`config.mk`:
```
export PLATFORM = sky130hd
export DESIGN_NAME = ysyx_22050058_ifu
export DESIGN_NICKNAME = d
export VERILOG_FILES = /design/src/rtl/ysyx_22050058_ifu.sv
export SDC_FILE = /design/constraint.sdc
export NUM_CORES = 1
export LEC_CHECK = 0
export CORE_UTILIZATION = 34
export DETAILED_ROUTE_END_ITERATION = 16
export GPL_ROUTABILITY_DRIVEN = 0
export PLACE_DENSITY = 0.68
export SLEW_MARGIN = 0
export SYNTH_ARGS = -nofsm -noshare
export SYNTH_HDL_FRONTEND = slang
export SYNTH_SLANG_ARGS = --single-unit
```
`constraint.sdc`:
```
create_clock -name clk -period 3.86 [get_ports clk]
set_input_delay 1.158 -clock clk [delete_from_list [all_inputs] [get_ports clk]]
set_output_delay 1.158 -clock clk [all_outputs]
set_load 0.02 [all_outputs]
```
`src/rtl/ysyx_22050058_ifu.sv`:
```
// ysyx_22050058_ifu -- instruction fetch unit.
//
// Owns the PC and fetches one instruction at a time over a req/gnt/rvalid
// instruction-memory port (at most one request outstanding). The fetched
// instruction is presented to the IF/ID register together with its pc and a
// static not-taken prediction (pc+4). Redirects from ctrl (flush_i[0]) replace
// the PC at any point; a response already in flight is marked to be dropped.
//
// Ports:
//   clk, rst           clock, synchronous active-high reset
//   stall_i[5:0]       ctrl stall vector, bit0 holds the PC stage
//   flush_i[5:0]       ctrl flush vector, bit0 redirects the PC stage
//   redirect_pc_i      redirect target, sampled while flush_i[0]=1
//   imem_req_o/addr_o  fetch request and its address (always the current pc)
//   imem_gnt_i         request accepted this cycle
//   imem_rvalid_i      response valid, imem_rdata_i carries the instruction
//   if_pc_o/if_dnpc_o  pc of the presented instruction and pc+4
//   if_inst_o          presented instruction, 0 when no instruction
//   if_valid_o         outputs carry a real instruction
//   stallreq_if_o      a fetch is pending
module ysyx_22050058_ifu #(
  parameter int                 ADDR_W     = 64,
  parameter int                 INST_W     = 32,
  parameter logic [ADDR_W-1:0]  RST_VECTOR = 64'h8000_0000
) (
  input  logic              clk,
  input  logic              rst,
  input  logic [5:0]        stall_i,
  input  logic [5:0]        flush_i,
  input  logic [ADDR_W-1:0] redirect_pc_i,
  output logic              imem_req_o,
  output logic [ADDR_W-1:0] imem_addr_o,
  input  logic              imem_gnt_i,
  input  logic              imem_rvalid_i,
  input  logic [INST_W-1:0] imem_rdata_i,
  output logic [ADDR_W-1:0] if_pc_o,
  output logic [ADDR_W-1:0] if_dnpc_o,
  output logic [INST_W-1:0] if_inst_o,
  output logic              if_valid_o,
  output logic              stallreq_if_o
);

  typedef enum logic [1:0] {
    IDLE = 2'd0,
    ADDR = 2'd1,
    DATA = 2'd2,
    DONE = 2'd3
  } state_t;

  state_t              state_reg, state_next;
  logic [ADDR_W-1:0]   pc_reg, pc_next;
  logic [INST_W-1:0]   inst_buf_reg, inst_buf_next;
  // Set when the response currently in flight belongs to a redirected-away pc.
  logic                kill_reg, kill_next;

  logic                redirect;
  logic [ADDR_W-1:0]   redirect_target;
  logic [ADDR_W-1:0]   pc_plus4;

  assign redirect        = flush_i[0];
  // Instructions are word aligned; low target bits are dropped.
  assign redirect_target = {redirect_pc_i[ADDR_W-1:2], 2'b00};
  // Wraps modulo 2^ADDR_W by construction.
  assign pc_plus4        = pc_reg + ADDR_W'(4);

  // Only bit0 of the ctrl vectors concerns this stage.
  logic unused_ctrl_bits;
  assign unused_ctrl_bits = ^{stall_i[5:1], flush_i[5:1]};

  // The request address is always the pc; during ADDR without a grant a
  // redirect may move it, which is allowed because nothing was accepted yet.
  assign imem_addr_o = pc_reg;

  always_ff @(posedge clk) begin
    if (rst) begin
      state_reg    <= IDLE;
      pc_reg       <= RST_VECTOR;
      inst_buf_reg <= '0;
      kill_reg     <= 1'b0;
    end else begin
      state_reg    <= state_next;
      pc_reg       <= pc_next;
      inst_buf_reg <= inst_buf_next;
      kill_reg     <= kill_next;
    end
  end

  always_comb begin
    state_next    = state_reg;
    pc_next       = pc_reg;
    inst_buf_next = inst_buf_reg;
    kill_next     = kill_reg;
    imem_req_o    = 1'b0;
    if_valid_o    = 1'b0;
    if_pc_o       = '0;
    if_dnpc_o     = '0;
    if_inst_o     = '0;
    stallreq_if_o = 1'b0;

    case (state_reg)
      IDLE: begin
        if (redirect) begin
          pc_next = redirect_target;
        end
        state_next = ADDR;
      end

      ADDR: begin
        imem_req_o    = 1'b1;
        stallreq_if_o = 1'b1;
        if (redirect) begin
          pc_next = redirect_target;
        end
        if (imem_gnt_i) begin
          state_next = DATA;
          // The granted request targets the old pc; its response must go.
          if (redirect) begin
            kill_next = 1'b1;
          end
        end
      end

      DATA: begin
        stallreq_if_o = 1'b1;
        if (redirect) begin
          pc_next = redirect_target;
          if (imem_rvalid_i) begin
            kill_next  = 1'b0;
            state_next = ADDR;
          end else begin
            kill_next = 1'b1;
          end
        end else if (imem_rvalid_i) begin
          if (kill_reg) begin
            kill_next  = 1'b0;
            state_next = ADDR;
          end else begin
            inst_buf_next = imem_rdata_i;
            state_next    = DONE;
          end
        end
      end

      DONE: begin
        if_valid_o = 1'b1;
        if_pc_o    = pc_reg;
        if_dnpc_o  = pc_plus4;
        if_inst_o  = inst_buf_reg;
        if (redirect) begin
          pc_next    = redirect_target;
          state_next = ADDR;
        end else if (!stall_i[0]) begin
          pc_next    = pc_plus4;
          state_next = ADDR;
        end
      end

      default: begin
        state_next = IDLE;
      end
    endcase
  end

  // A response can only belong to the single request accepted earlier.
  a_rvalid_only_in_data: assert property (
    @(posedge clk) disable iff (rst) imem_rvalid_i |-> (state_reg == DATA)
  );

endmodule

```
# Yosys cells after proc, flatten, opt, wreduce, memory -nomap -nowiden
# Index checks and enable logic that the tools add are counted.
[totals]
regBits = 99
latchBits = 0
mem_bits_rw = 0
mem_bits_ro = 0
input_bits = 112
output_inout_bits = 227
word_cells = 48
memories = 0
[op_classes]
n_addsub = 1
multipliers = 0
n_div = 0
order_cmp = 0
eq_ne = 9
shifts = 0
muxes = 24
n_bitwise = 2
reduce_logical = 8
[ops]
columns = ["op", "n"]
rows = [
  ["$mux W64", 5],
  ["$pmux W64 S2", 1],
  ["$add A64 B3 Y64 const B", 1],
  ["$mux W32", 1],
  ["$mux W2", 7],
  ["$mux W1", 8],
  ["$pmux W2 S4", 1],
  ["$reduce_and A4 Y1", 2],
  ["$ne A2 B2 Y1 const B", 3],
  ["$ne A3 B3 Y1 const B", 2],
  ["$eq A2 B2 Y1 const B", 2],
  ["$reduce_and A3 Y1", 1],
  ["$reduce_or A3 Y1", 1],
  ["$eq A2 B1 Y1 const B", 1],
  ["$logic_not A2 Y1", 1],
  ["$ne A2 B1 Y1 const B", 1],
  ["$not A1 Y1", 2],
  ["$pmux W1 S2", 1],
  ["$reduce_and A2 Y1", 1],
  ["$reduce_bool A2 Y1", 1],
  ["$reduce_or A2 Y1", 1],
]

# Longest topological paths before layout
[depth]
word_depth = 4
depth_mapped = 9
ltp_nobuf = 7

# Worst setup path before layout
# Ideal clock, no wire load.
[synth_timing]
path_kind = "register -> output"
startpoint = "register pc_reg[2], in the netlist imem_addr_o[2]"
endpoint = "output if_dnpc_o[60]"
arrival_time_ps = 2495
t_required_ps = 2702
setup_slack_ps = 207
path_stages_with_launch = 7
path_buffers = 0
cell_sequence = "dfxtp_1 ha_1 nand3_4 nor4_4 nand4b_2 or4_1 a21oi_1"
[synth_between]
elab_chain_cells = 2
[synth_lines]
columns = ["item", "line", "rtl"]
rows = [
  ["start, declared", "51", "logic [ADDR_W-1:0] pc_reg, pc_next;"],
  ["start signal, assigned", "82", "pc_reg <= pc_next;"],
  ["$add A64 B3 Y64", "64", "assign pc_plus4 = pc_reg + ADDR_W'(4);"],
  ["$mux W64", "100", "case (state_reg)"],
  ["end, declared", "37", "output logic [ADDR_W-1:0] if_dnpc_o,"],
]
# No other way between the ends.

# Final worst setup path
[layout_timing]
startpoint = "register pc_reg[2], in the netlist imem_addr_o[2]"
endpoint = "output if_dnpc_o[38]"
# Same word-level chain as after synthesis.

==> metrics.txt <==
status finished with violations; failing checks negative setup slack; max-cap viol count 0; commonest non-fill, non-tap cells in the layout clkdlybuf4s50_1 (277), buf_4 (126), nand2_1 (120); post-route clock period utilization 100%; net switching fraction of the power 31.8%; combinational fraction of design power 25.4%; internal power 1.83 mW; switching power 0.853 mW; Finish-stage setup viols 1; VDD IR max 0.000199 V; global-route wire length before repair 48,000 µm; Via density 5.39; CP arrival 2.71 ns; syn_area_per_cell 7.07 µm²; ANT nets after route 0; first-pass iteration count of the detailed router 5; worst r2r src state_reg[0]$_SDFFE_PP0P_; sequential share of power 41.0%; cells on worst reg2reg path 8; Final #Nets 1,513; Top Ports 339; hold_buf cts 0; ratio of cells with drive above 1 in the final layout 15.6%; hold depth 2; Synth Instances 1,036; Post-synth EDFFs 0; routed vias 9,031; Seq/Total Area, Yosys 26.5%; global-route met2 utilization 48.2%; skew final 0.0106 ns; LEAKAGE 4.34 nW; vias in the first global route 8,610; CTS tree built; total CTS buffers 9; clock transition at the registers of the reported paths 0.08 ns; Final Max Tran Viols 0; power per cell area 228 mW/mm²; Slew HR 46.3%; Post-Syn Area 0.00733 mm²; die area 0.0221 mm²; #FFs+latches synth 97; crit start category register; Initial Util 34.7%; Routed WL 31,300 µm; total grt overflow 0; Unique masters post-synth 65; min cycle time layout 3.86 ns; post-synthesis async set-or-reset flop share 0%; worst hold-check path type reg -> reg; DR iter-0 viols 669; DPL Wire Length 23,300 µm; Ys Warns 0; Filler Cell Count 2,051; final worst-path setup slack -0.00360 ns; cell taking the most area after synthesis dfxtp_1; CTS max path bufs 2; endpoints failing hold 0; Setup crit end kind output pin; Reg2Reg Setup Slack 1.30 ns; Layout area overhead 60.2%; f_max 259 MHz; Synth top area share 26.5%; routing usage on met3 6.91%; Rows 53; final cell count without fillers 1,677; RSZ-0062 raised after global routing true; Worst-Margin Slew 0.806 ns; worst skew pair latency 0.36 ns; aggregate global-route resource usage 28.0%; DP Cell Count 1,656; Hold Path End inst_buf_reg[28]$_SDFFE_PP0P_; WL/cell 18.6 µm; Top Usage Layer GRT met2; Die X-Extent 149 µm; root buffer cell clkbuf_16; Worst Path Required 2.70 ns; Setup CP Type reg -> out; synth top area cells dfxtp_1 (27%), and2_1 (8.3%), nand2_1 (6.2%), nor2_1 (5.4%), a21oi_1 (5.3%); commonest non-fill, non-tap cell in the layout clkdlybuf4s50_1; I/O Buffers 320; hold_sp inst_buf_reg[28]$_SDFFE_PP0P_; CORE AREA 0.0211 mm²; Clock Sinks 97; met1 global-route usage 33.8%; total negative slack -0.00360 ns; Main synth FF type dfxtp_1; Die Y 149 µm; H-tree Lvls 3; Clock Power Share 33.6%; crit-path max FO 6; initial antenna violation count 1; DR DRC count 0; Reg-to-Reg End imem_addr_o[18]$_SDFFE_PP0P_; max reg flops 62; largest net degree at the start of global routing 96
[cells in the mapped netlist, types with 27 or more instances]
master    number
a211oi_1      28
a21oi_1       77
and2_1        97
clkbuf_1      60
dfxtp_1       97
nand2_1      121
nand3_1       34
nand4_1       38
nor2_1       106
nor3_1        27
o21ai_0       30
or3_1         27
xnor2_1       37
[per-stage QoR]
step                      instance area [µm²]  power [mW]  setup slack, ns  utilization, %  hold slack, ns
after floorplan                          7350        1.44            0.207               -           0.432
after global placement                  11400        1.79           0.0348            54.0           0.437
after detailed placement                11400        1.80           0.0243            54.0           0.442
after CTS                               11800        2.69          -0.0824            55.7           0.452
after global routing                    11700        2.78          -0.0568            55.7           0.469
final                                   11700        2.68         -0.00360            55.7           0.450
[critical path, cell delays in order (launching register included)]
cell     delay [ns]
dfxtp_2        0.36
ha_4           0.15
nand3_4        0.11
or4_4          0.62
buf_6          0.16
nor4_4         0.38
buf_4          0.19
xnor2_2        0.10
nor2_1         0.06
buf_4          0.20
[worst max path at each step]
stage | start | end | slack, ns | cells after the start
floorplan | imem_addr_o[2]$_SDFFE_PP0P_ | if_dnpc_o[60] | 0.21 | 6
global placement | imem_addr_o[2]$_SDFFE_PP0P_ | if_dnpc_o[50] | 0.03 | 9
detailed placement | imem_addr_o[2]$_SDFFE_PP0P_ | if_dnpc_o[60] | 0.02 | 8
CTS | imem_addr_o[3]$_SDFFE_PP0P_ | if_dnpc_o[38] | -0.08 | 10
global route | imem_addr_o[2]$_SDFFE_PP0P_ | if_dnpc_o[56] | -0.06 | 11
finish | imem_addr_o[2]$_SDFFE_PP0P_ | if_dnpc_o[38] | -0.004 | 9
[cell families after synthesis]
logic type / Yosys count / share of synthesized area (%)
AO/OA/AOI/OAI: 195 / 17.0
XOR/XNOR: 58 / 6.93
adder cells (fa/ha/maj): 5 / 0.854
buffers and inverters: 126 / 7.24
flip-flops: 97 / 26.5
multiplexers: 7 / 1.01
other: 1 / 0.0512
AND/OR/NAND/NOR: 547 / 40.4
[power by group through the flow]
stage | clock (mW) | combinational, mW | sequential (mW)
after CTS | 0.914 | 0.684 | 1.10
after detailed placement | 0 | 0.681 | 1.12
after floorplan | 0 | 0.262 | 1.18
after global placement | 0 | 0.675 | 1.12
final | 0.899 | 0.681 | 1.10
after global routing | 0.949 | 0.730 | 1.11
[area by class of cell]
type / instances / area, µm² / share of cell area (%)
clock inverters: 7 / 53.8 / 0.458
multi-input cells: 818 / 4980 / 42.4
diodes: 1 / 2.50 / 0.0213
flip-flops and latches: 97 / 1950 / 16.6
well taps: 275 / 344 / 2.93
repair buffers: 446 / 4100 / 34.9
inverters: 24 / 90.1 / 0.767
clock buffers: 9 / 225 / 1.92
[layer usage]
| metal | up-vias | share of wire, % |
|---|---|---|
| met5 | - | 0 |
| met1 | 4224 | 41 |
| met4 | 0 | 2.5 |
| met2 | 401 | 47 |
| li1 | 4355 | - |
| met3 | 51 | 9.0 |
[what timing repair did]
| action | CTS | global route |
|---|---|---|
| endpoints found under the setup margin | 39 | 32 |
| hold endpoints to repair | 0 | 0 |
| cloned | 0 | 0 |
| pin swaps | 3 | 5 |
| buffers inserted | 4 | 1 |
| resized for setup | 69 | 49 |
Note: power is estimated with default switching activity, not from simulation.
